`src/rtl/sc_dmem_loader.sv`:
```
`default_nettype none
// ============================================================================
// Module      : sc_dmem_loader
// Description : Packs a valid/ready byte stream into 32-bit words (first byte
//               in bits 31:24) and writes them into data memory, holding the
//               CPU off the data-memory port while a load is running.
// Revision    : 1.0 - initial release
// ============================================================================
module sc_dmem_loader #(
    parameter logic [31:0] BASE_ADDR = 32'h0000_0000,
    parameter int unsigned MAX_WORDS = 32
) (
    input  logic        clock,
    input  logic        resetn,
    input  logic        start,
    input  logic [5:0]  word_len,
    input  logic        abort,
    input  logic [7:0]  byte_in,
    input  logic        byte_valid,
    output logic        byte_ready,
    output logic [31:0] mem_addr,
    output logic [31:0] mem_datain,
    output logic        mem_we,
    output logic        cpu_hold,
    output logic        busy,
    output logic        done,
    output logic [5:0]  words_written
);

    typedef enum logic [1:0] {
        S_IDLE    = 2'd0,
        S_COLLECT = 2'd1,
        S_WRITE   = 2'd2,
        S_FINISH  = 2'd3
    } state_t;

    localparam logic [6:0] c_max_words = 7'(MAX_WORDS);

    state_t      r_state;
    state_t      w_next;
    logic [5:0]  r_len;
    logic [1:0]  r_byte_cnt;
    logic [23:0] r_asm;
    // Word index and committed-word count always advance together, so one
    // register serves as both.
    logic [5:0]  r_words;
    logic [31:0] r_mem_addr;
    logic [31:0] r_mem_datain;
    logic        r_mem_we;

    logic        w_len_ok;
    logic        w_xfer;
    logic        w_last_byte;
    logic [5:0]  w_words_inc;

    assign w_len_ok    = (word_len != 6'd0) && ({1'b0, word_len} <= c_max_words);
    assign w_xfer      = byte_valid && (r_state == S_COLLECT);
    assign w_last_byte = w_xfer && (r_byte_cnt == 2'd3);
    assign w_words_inc = r_words + 6'd1;

    assign mem_addr      = r_mem_addr;
    assign mem_datain    = r_mem_datain;
    assign mem_we        = r_mem_we;
    assign words_written = r_words;

    always_ff @(posedge clock or negedge resetn) begin
        if (!resetn) begin
            r_state <= S_IDLE;
        end else begin
            r_state <= w_next;
        end
    end

    always_comb begin
        w_next     = r_state;
        byte_ready = 1'b0;
        busy       = 1'b0;
        cpu_hold   = 1'b0;
        done       = 1'b0;
        case (r_state)
            S_IDLE: begin
                if (start && !abort && w_len_ok) begin
                    w_next = S_COLLECT;
                end
            end
            S_COLLECT: begin
                byte_ready = 1'b1;
                busy       = 1'b1;
                cpu_hold   = 1'b1;
                if (abort) begin
                    w_next = S_IDLE;
                end else if (w_last_byte) begin
                    w_next = S_WRITE;
                end
            end
            S_WRITE: begin
                busy     = 1'b1;
                cpu_hold = 1'b1;
                if (abort) begin
                    w_next = S_IDLE;
                end else if (w_words_inc == r_len) begin
                    w_next = S_FINISH;
                end else begin
                    w_next = S_COLLECT;
                end
            end
            S_FINISH: begin
                busy     = 1'b1;
                cpu_hold = 1'b1;
                done     = 1'b1;
                w_next   = S_IDLE;
            end
            default: begin
                w_next = S_IDLE;
            end
        endcase
    end

    // Write strobe, address and data are all flops so memory sees clean,
    // stable values for the entire WRITE cycle.
    always_ff @(posedge clock or negedge resetn) begin
        if (!resetn) begin
            r_len        <= 6'd0;
            r_byte_cnt   <= 2'd0;
            r_asm        <= 24'd0;
            r_words      <= 6'd0;
            r_mem_addr   <= 32'd0;
            r_mem_datain <= 32'd0;
            r_mem_we     <= 1'b0;
        end else begin
            r_mem_we <= (w_next == S_WRITE);
            case (r_state)
                S_IDLE: begin
                    if (w_next == S_COLLECT) begin
                        r_len      <= word_len;
                        r_words    <= 6'd0;
                        r_byte_cnt <= 2'd0;
                    end
                end
                S_COLLECT: begin
                    if (abort) begin
                        r_byte_cnt <= 2'd0;
                    end else if (w_xfer) begin
                        r_byte_cnt <= r_byte_cnt + 2'd1;
                        r_asm      <= {r_asm[15:0], byte_in};
                        if (w_last_byte) begin
                            r_mem_addr   <= BASE_ADDR + {24'd0, r_words, 2'b00};
                            r_mem_datain <= {r_asm, byte_in};
                        end
                    end
                end
                S_WRITE: begin
                    // The word is committed even when abort lands on this cycle.
                    r_words <= w_words_inc;
                end
                default: begin
                end
            endcase
        end
    end

endmodule
`default_nettype wire
```
`config.mk`:
```
export PLATFORM = sky130hd
export DESIGN_NAME = sc_dmem_loader
export DESIGN_NICKNAME = d
export VERILOG_FILES = /design/src/rtl/sc_dmem_loader.sv
export SDC_FILE = /design/constraint.sdc
export NUM_CORES = 1
export LEC_CHECK = 0
export CAP_MARGIN = 25
export CORE_MARGIN = 8
export CORE_UTILIZATION = 46
export DETAILED_ROUTE_END_ITERATION = 7
export DONT_BUFFER_PORTS = 1
export PLACE_DENSITY_LB_ADDON = 0.25
export SYNTH_ARGS = -nofsm -noshare
export SYNTH_HDL_FRONTEND = slang
export SYNTH_SLANG_ARGS = --single-unit
```
`constraint.sdc`:
```
create_clock -name clock -period 3.4 [get_ports clock]
set_input_delay 0.34 -clock clock [delete_from_list [all_inputs] [get_ports clock]]
set_output_delay 0.34 -clock clock [all_outputs]
set_load 0.01 [all_outputs]
```
==> results.sh, run 1 <==
export IMPL_firstDrtPassIters=4
export IMPL_nNetsFinal=276
export IMPL_fmax_ghz=0.448
export IMPL_setup_violations=0
export IMPL_max_cap_viol_count=0
export IMPL_dp_cells=340
export IMPL_p_clk_frac=0.355
export IMPL_yosysMostFrequentCell="dfrtp_1"
export IMPL_synth_seq_cells=79
export IMPL_fin_crit_sh=0.657
export IMPL_endpoint_kind="register"
export IMPL_die_h_um=103
export IMPL_crit_chain="or2_1 > or3b_2 > or3_1 > mux2_4"
export IMPL_cts_buffer_depth=2
export IMPL_crit_cells=4
export IMPL_power_per_cell_area_nw_per_um2=592
export IMPL_crit_slowest_cell="or3b_2"
export IMPL_diodes=0
export IMPL_slew_viol_final=0
export IMPL_clk_pin_slew_worst_paths_ns=0.08
export IMPL_cpPeakStageDelay_ns=0.52
export IMPL_peakVddDrop_mv=0.310
export IMPL_post_cts_buffers=0
export IMPL_wl_met1_mm=2.55
export IMPL_viasPerCell=5.12
export IMPL_max_slew_worst_pin_slew_ns=0.519
export IMPL_grt_overflow=0
export IMPL_critPathKind="reg2reg"
export IMPL_io_buffer_count=0
export IMPL_vias=1837
export IMPL_dp_hpwl_mm=4.33
export IMPL_p_leak_nw=1.84
export IMPL_slew_headroom=0.653
export IMPL_async_flop_share=1.00
export IMPL_tritoncts="built"
export IMPL_syn_area_um2=3460
export IMPL_initial_core_util=0.477
export IMPL_route_met2_wl_mm=2.88
export IMPL_min_period_ns=2.23
export IMPL_synthTopCellsByCount="79 x dfrtp_1, 65 x mux2_2, 27 x buf_4"
export IMPL_switching_share=0.245
export IMPL_yosysWarnings=0
export IMPL_grt_max_degree=80
export IMPL_area_delta_synth_final_pct=8.10
export IMPL_internal_power_mw=1.67
export IMPL_cp_start_kind="register"
export IMPL_drive_gt1_frac=0.358
export IMPL_gp_congestion=0.803
export IMPL_reg2regPathDepth=4
export IMPL_dieArea_um2=10500
export IMPL_synth_cells=252
export IMPL_pwr_share_comb=0.109
export IMPL_status="complete, no violations"
export IMPL_hp_class="in2reg"
export IMPL_detail_route_wl_per_cell_um=17.8
export IMPL_pwr_share_seq=0.537
export IMPL_cp_buffers_inverters=0
export IMPL_fin_area_um2=3740
export IMPL_rsz0062_at_grt="false"
export IMPL_first_iter_violations=79
export IMPL_cp_arrival_ns=2.46
export IMPL_antenna_found_initial=0
export IMPL_die_w_um=103
export IMPL_grt_first_pass_wirelength_mm=10.1
export IMPL_place_area_um2=3440
export IMPL_hold_slack_ns=0.0998
export IMPL_root_buffer="clkbuf_8"
export IMPL_avgSynthCellArea_um2=13.7
export IMPL_synth_top_area_share=0.572
export IMPL_core_area_um2=7250
export IMPL_synth_cell_type_count=36
export IMPL_finalCoreUtilization=0.515
export IMPL_grt_usage=0.126
export IMPL_postCtsResizedCells=0
export IMPL_hold_viol=0
export IMPL_synth_seq_area_share=0.572
export IMPL_ys_top_cells_by_area="dfrtp_1 57%, mux2_2 21%, buf_4 5.9%"
export IMPL_wl_mm=6.41
export IMPL_cts_max_level=3
export IMPL_cts_sinks=79
export IMPL_seq_area_um2=1980
export IMPL_fillers=646
export IMPL_clock_latency_ns=0.35
export IMPL_num_rows=31
export IMPL_fin_cells=359
export IMPL_path_max_fanout=8
export IMPL_synth_edf_count=0
export IMPL_netlist_top_cell_by_area="dfrtp_1"
export IMPL_ys_flop_type="dfrtp_1"
export IMPL_drc=0
export IMPL_cp_top_family="simple AND/OR/NAND/NOR gates"
export IMPL_switchingPower_mw=0.543
export IMPL_min_path_cells=1
export IMPL_wl_met3_um=871
export IMPL_cts_made_buffers=9
export IMPL_grt_pass1_vias=1909
export IMPL_ioPinCount=94
export IMPL_multiInputGateArea_um2=1320
export IMPL_topRoutingLayerUsed="met4"
export IMPL_skew_ns=0.0126
export IMPL_cp_required_ns=3.63
export IMPL_setup_tns_ns=0
export IMPL_antenna_left=0
[worst paths after layout]
path / to / start / slack, ns
setup reg to reg: r_len[4] / r_state[1] / 1.17
setup / recovery: r_len[4] / r_state[1] / 1.17
hold / removal: r_state[0] / abort / 0.1
hold reg to reg: mem_datain[27] / r_asm[19] / 0.51
max in group asynchronous: mem_datain[5] / resetn / 2.53
min in group asynchronous: r_state[1] / resetn / 0.56
[repair_timing]
action | CTS | global route
endpoints found under the hold margin | 79 | 0
hold buffers | 2 | 0
setup endpoints to repair | 0 | 0
[through the flow]
step	setup WS (ns)	power [mW]
floorplan	1.37	1.40
global placement	1.20	1.42
detailed placement	1.17	1.43
CTS	1.15	2.24
global route	1.06	2.33
finish	1.17	2.21
[state kept, by name (all words and copies together) (netlist names)]
name,cells
mem_datain,32
r_asm,24
mem_addr,6
r_len,6
words_written,6
r_byte_cnt,2
r_state,2
mem_we,1
[placed cells by master (no fill, tap or decap), drive strengths merged, types with 3 or more instances in the layout]
| master | instances |
|---|---|
| nand2 | 9 |
| clkbuf | 10 |
| o21ai | 7 |
| or4 | 3 |
| dfrtp | 79 |
| xor2 | 6 |
| nor2b | 3 |
| nand2b | 4 |
| a21oi | 3 |
| mux2 | 69 |
| inv | 4 |
| conb | 26 |
| xnor2 | 3 |
| buf | 3 |
[per-layer routing]
layer | GRT usage | up-vias
li1 | - | 830
met1 | 0.148 | 928
met2 | 0.182 | 69
met3 | 0.0736 | 10
met4 | 0.0587 | 0
met5 | 0 | -
[cells by family (layout without fill, tap and decap cells)]
kind of cell,Yosys count,count (layout),share of synthesized area
flip-flops,79,79,0.572
multiplexers,70,70,0.232
buffers and inverters,40,23,0.0753
AND/OR/NAND/NOR,31,31,0.0517
AO/OA/AOI/OAI,20,20,0.0384
XOR/XNOR,9,9,0.0228
adder cells (fa/ha/maj),2,2,0.00723
other,1,26,0.00108
[area by class of cell]
| cell class | count | area share |
|---|---|---|
| sequential | 79 | 0.529 |
| timing repair buffer | 4 | 0.0194 |
| multi-input combinational | 158 | 0.354 |
| tap | 99 | 0.0331 |
| clock buffer | 10 | 0.0368 |
| clock inverter | 6 | 0.0248 |
| inverter | 3 | 0.00301 |
[power by group through the flow]
stage	Combinational, mW	Sequential (mW)	Clock, mW
5_1_grt	0.268	1.21	0.848
3_5_place_dp	0.219	1.21	0
6_report	0.240	1.19	0.785
2_1_floorplan	0.225	1.17	0
3_3_place_gp	0.212	1.20	0
4_1_cts	0.244	1.19	0.807
(Power assumes the default switching activity.)
==> run 2, diff against run 1 <==
clock period = 2.1 ns   (was 3.4 ns; I/O delays follow)
==> results.sh, run 2 (synthesized netlist as in run 1, its figures left out) <==
export IMPL_reg2reg_to="r_len[3]"
export IMPL_nNetsFinal=298
export IMPL_switchingPower_mw=0.849
export IMPL_power_per_cell_area_nw_per_um2=885
export IMPL_min_path_cells=1
export IMPL_reg2regPathDepth=5
export IMPL_detail_route_wl_per_cell_um=17.3
export IMPL_vias=1900
export IMPL_root_buffer="clkbuf_8"
export IMPL_min_period_ns=1.97
export IMPL_ioPinCount=94
export IMPL_r2r_setup_slack_ns=0.13
export IMPL_tritoncts="built"
export IMPL_slew_viol_final=0
export IMPL_cts_made_buffers=9
export IMPL_post_cts_buffers=0
export IMPL_cp_start_kind="register"
export IMPL_endpoint_kind="register"
export IMPL_cts_buffer_depth=2
export IMPL_die_h_um=103
export IMPL_switching_share=0.247
export IMPL_r2r_start="r_state[1]"
export IMPL_initial_core_util=0.477
export IMPL_hp_class="in2reg"
export IMPL_hold_viol=0
export IMPL_status="complete, no violations"
export IMPL_skew_ns=0.00804
export IMPL_clk_pin_slew_worst_paths_ns=0.08
export IMPL_mostFrequentLayoutCell="dfrtp_1"
export IMPL_first_iter_violations=61
export IMPL_antenna_found_initial=0
export IMPL_die_w_um=103
export IMPL_place_area_um2=3560
export IMPL_grt_overflow=0
export IMPL_drc=0
export IMPL_dp_hpwl_mm=4.57
export IMPL_num_rows=31
export IMPL_core_area_um2=7250
export IMPL_clock_latency_ns=0.34
export IMPL_path_max_fanout=3
export IMPL_cts_max_level=3
export IMPL_critPathKind="reg2reg"
export IMPL_cts_sinks=79
export IMPL_grt_first_pass_wirelength_mm=10.7
export IMPL_antenna_left=0
export IMPL_grt_pass1_vias=2023
export IMPL_diodes=0
export IMPL_p_leak_nw=1.92
export IMPL_grt_max_degree=80
export IMPL_viasPerCell=5.00
export IMPL_firstDrtPassIters=4
export IMPL_area_delta_synth_final_pct=12.5
export IMPL_wl_mm=6.58
export IMPL_cp_arrival_ns=2.19
export IMPL_grt_usage=0.131
export IMPL_fin_crit_sh=0.939
export IMPL_rsz0062_at_grt="false"
export IMPL_setup_violations=0
export IMPL_crit_end="r_len[3]"
export IMPL_pwr_share_seq=0.557
export IMPL_peakVddDrop_mv=0.510
export IMPL_gp_congestion=0.774
export IMPL_largest_reg_flops=32
export IMPL_cp_required_ns=2.32
export IMPL_setup_tns_ns=0
export IMPL_p_clk_frac=0.320
export IMPL_io_buffer_count=0
export IMPL_fmax_ghz=0.507
export IMPL_crit_start="r_state[1]"
export IMPL_finalCoreUtilization=0.536
export IMPL_max_cap_viol_count=0
export IMPL_internal_power_mw=2.59
export IMPL_layout_common_cells="79 x dfrtp_1, 65 x mux2_2, 26 x conb_1, 14 x buf_4"
export IMPL_pwr_share_comb=0.124
export IMPL_dieArea_um2=10500
export IMPL_fin_area_um2=3890
export IMPL_drive_gt1_frac=0.377
run 2: cell types whose count changed in the layout (fill, tap and decap cells not counted), sizes merged:
cell         delta
buf            +13
inv             -1
clkinv          +1
bufinv          -1
dlygate4sd3     +9
run 2: timing repair:
| item | 4_1_cts | 5_1_grt |
|---|---|---|
| endpoints found under the setup margin | 0 | 7 |
| resized for setup | 0 | 1 |
| hold buffers | 6 | 5 |
| endpoints found under the hold margin | 83 | 5 |
run 2: power groups by stage:
stage	Sequential [mW]	Clock, mW	Combinational (mW)
final	1.92	1.10	0.426
after global routing	1.96	1.20	0.476
after CTS	1.92	1.14	0.422
after detailed placement	1.95	0	0.376
after global placement	1.95	0	0.361
after floorplan	1.90	0	0.365
run 2: worst max-delay path, stage by stage (launching register included):
cell and delay [ns]:
dfrtp_1 0.37, or2_1 0.24, or3b_2 0.49, buf_4 0.16
nor3_2 0.22, mux2_2 0.37
run 2: worst min path at each step:
stage | start | to | slack, ns
floorplan | resetn | mem_addr[2] | -0.09
global placement | resetn | r_len[0] | -0.08
detailed placement | resetn | r_len[0] | -0.08
CTS | byte_in[0] | r_asm[0] | 0.0009
global route | word_len[0] | r_len[0] | 0.003
finish | byte_in[5] | mem_datain[5] | 0.02
run 2: per-stage QoR:
| step | hold slack [ns] | total power [mW] | setup WS, ns | instances |
|---|---|---|---|---|
| floorplan | -0.0856 | 2.26 | 0.0665 | 277 |
| global placement | -0.0830 | 2.31 | 0.0672 | 354 |
| detailed placement | -0.0828 | 2.33 | 0.0326 | 354 |
| CTS | 0.000872 | 3.48 | 0.0130 | 375 |
| global route | 0.00271 | 3.63 | 0.0386 | 380 |
| finish | 0.0178 | 3.44 | 0.128 | 380 |
run 2: final cells by class:
class / count / area [um^2]
Clock buffer: 10 / 138
Inverter: 3 / 11.3
Multi-Input combinational cell: 158 / 1330
Sequential cell: 79 / 1980
Clock inverter: 5 / 58.8
Fill cell: 624 / 3360
Tap cell: 99 / 124
Timing Repair Buffer: 26 / 253
run 2: layer usage:
metal,part of all wire,global-route usage,wire length [um],up-vias
met4,0.020,0.0621,134,0
met1,0.40,0.154,2600,946
li1,-,-,-,876
met5,0,0,0,-
met3,0.13,0.0662,881,13
met2,0.45,0.194,2960,65
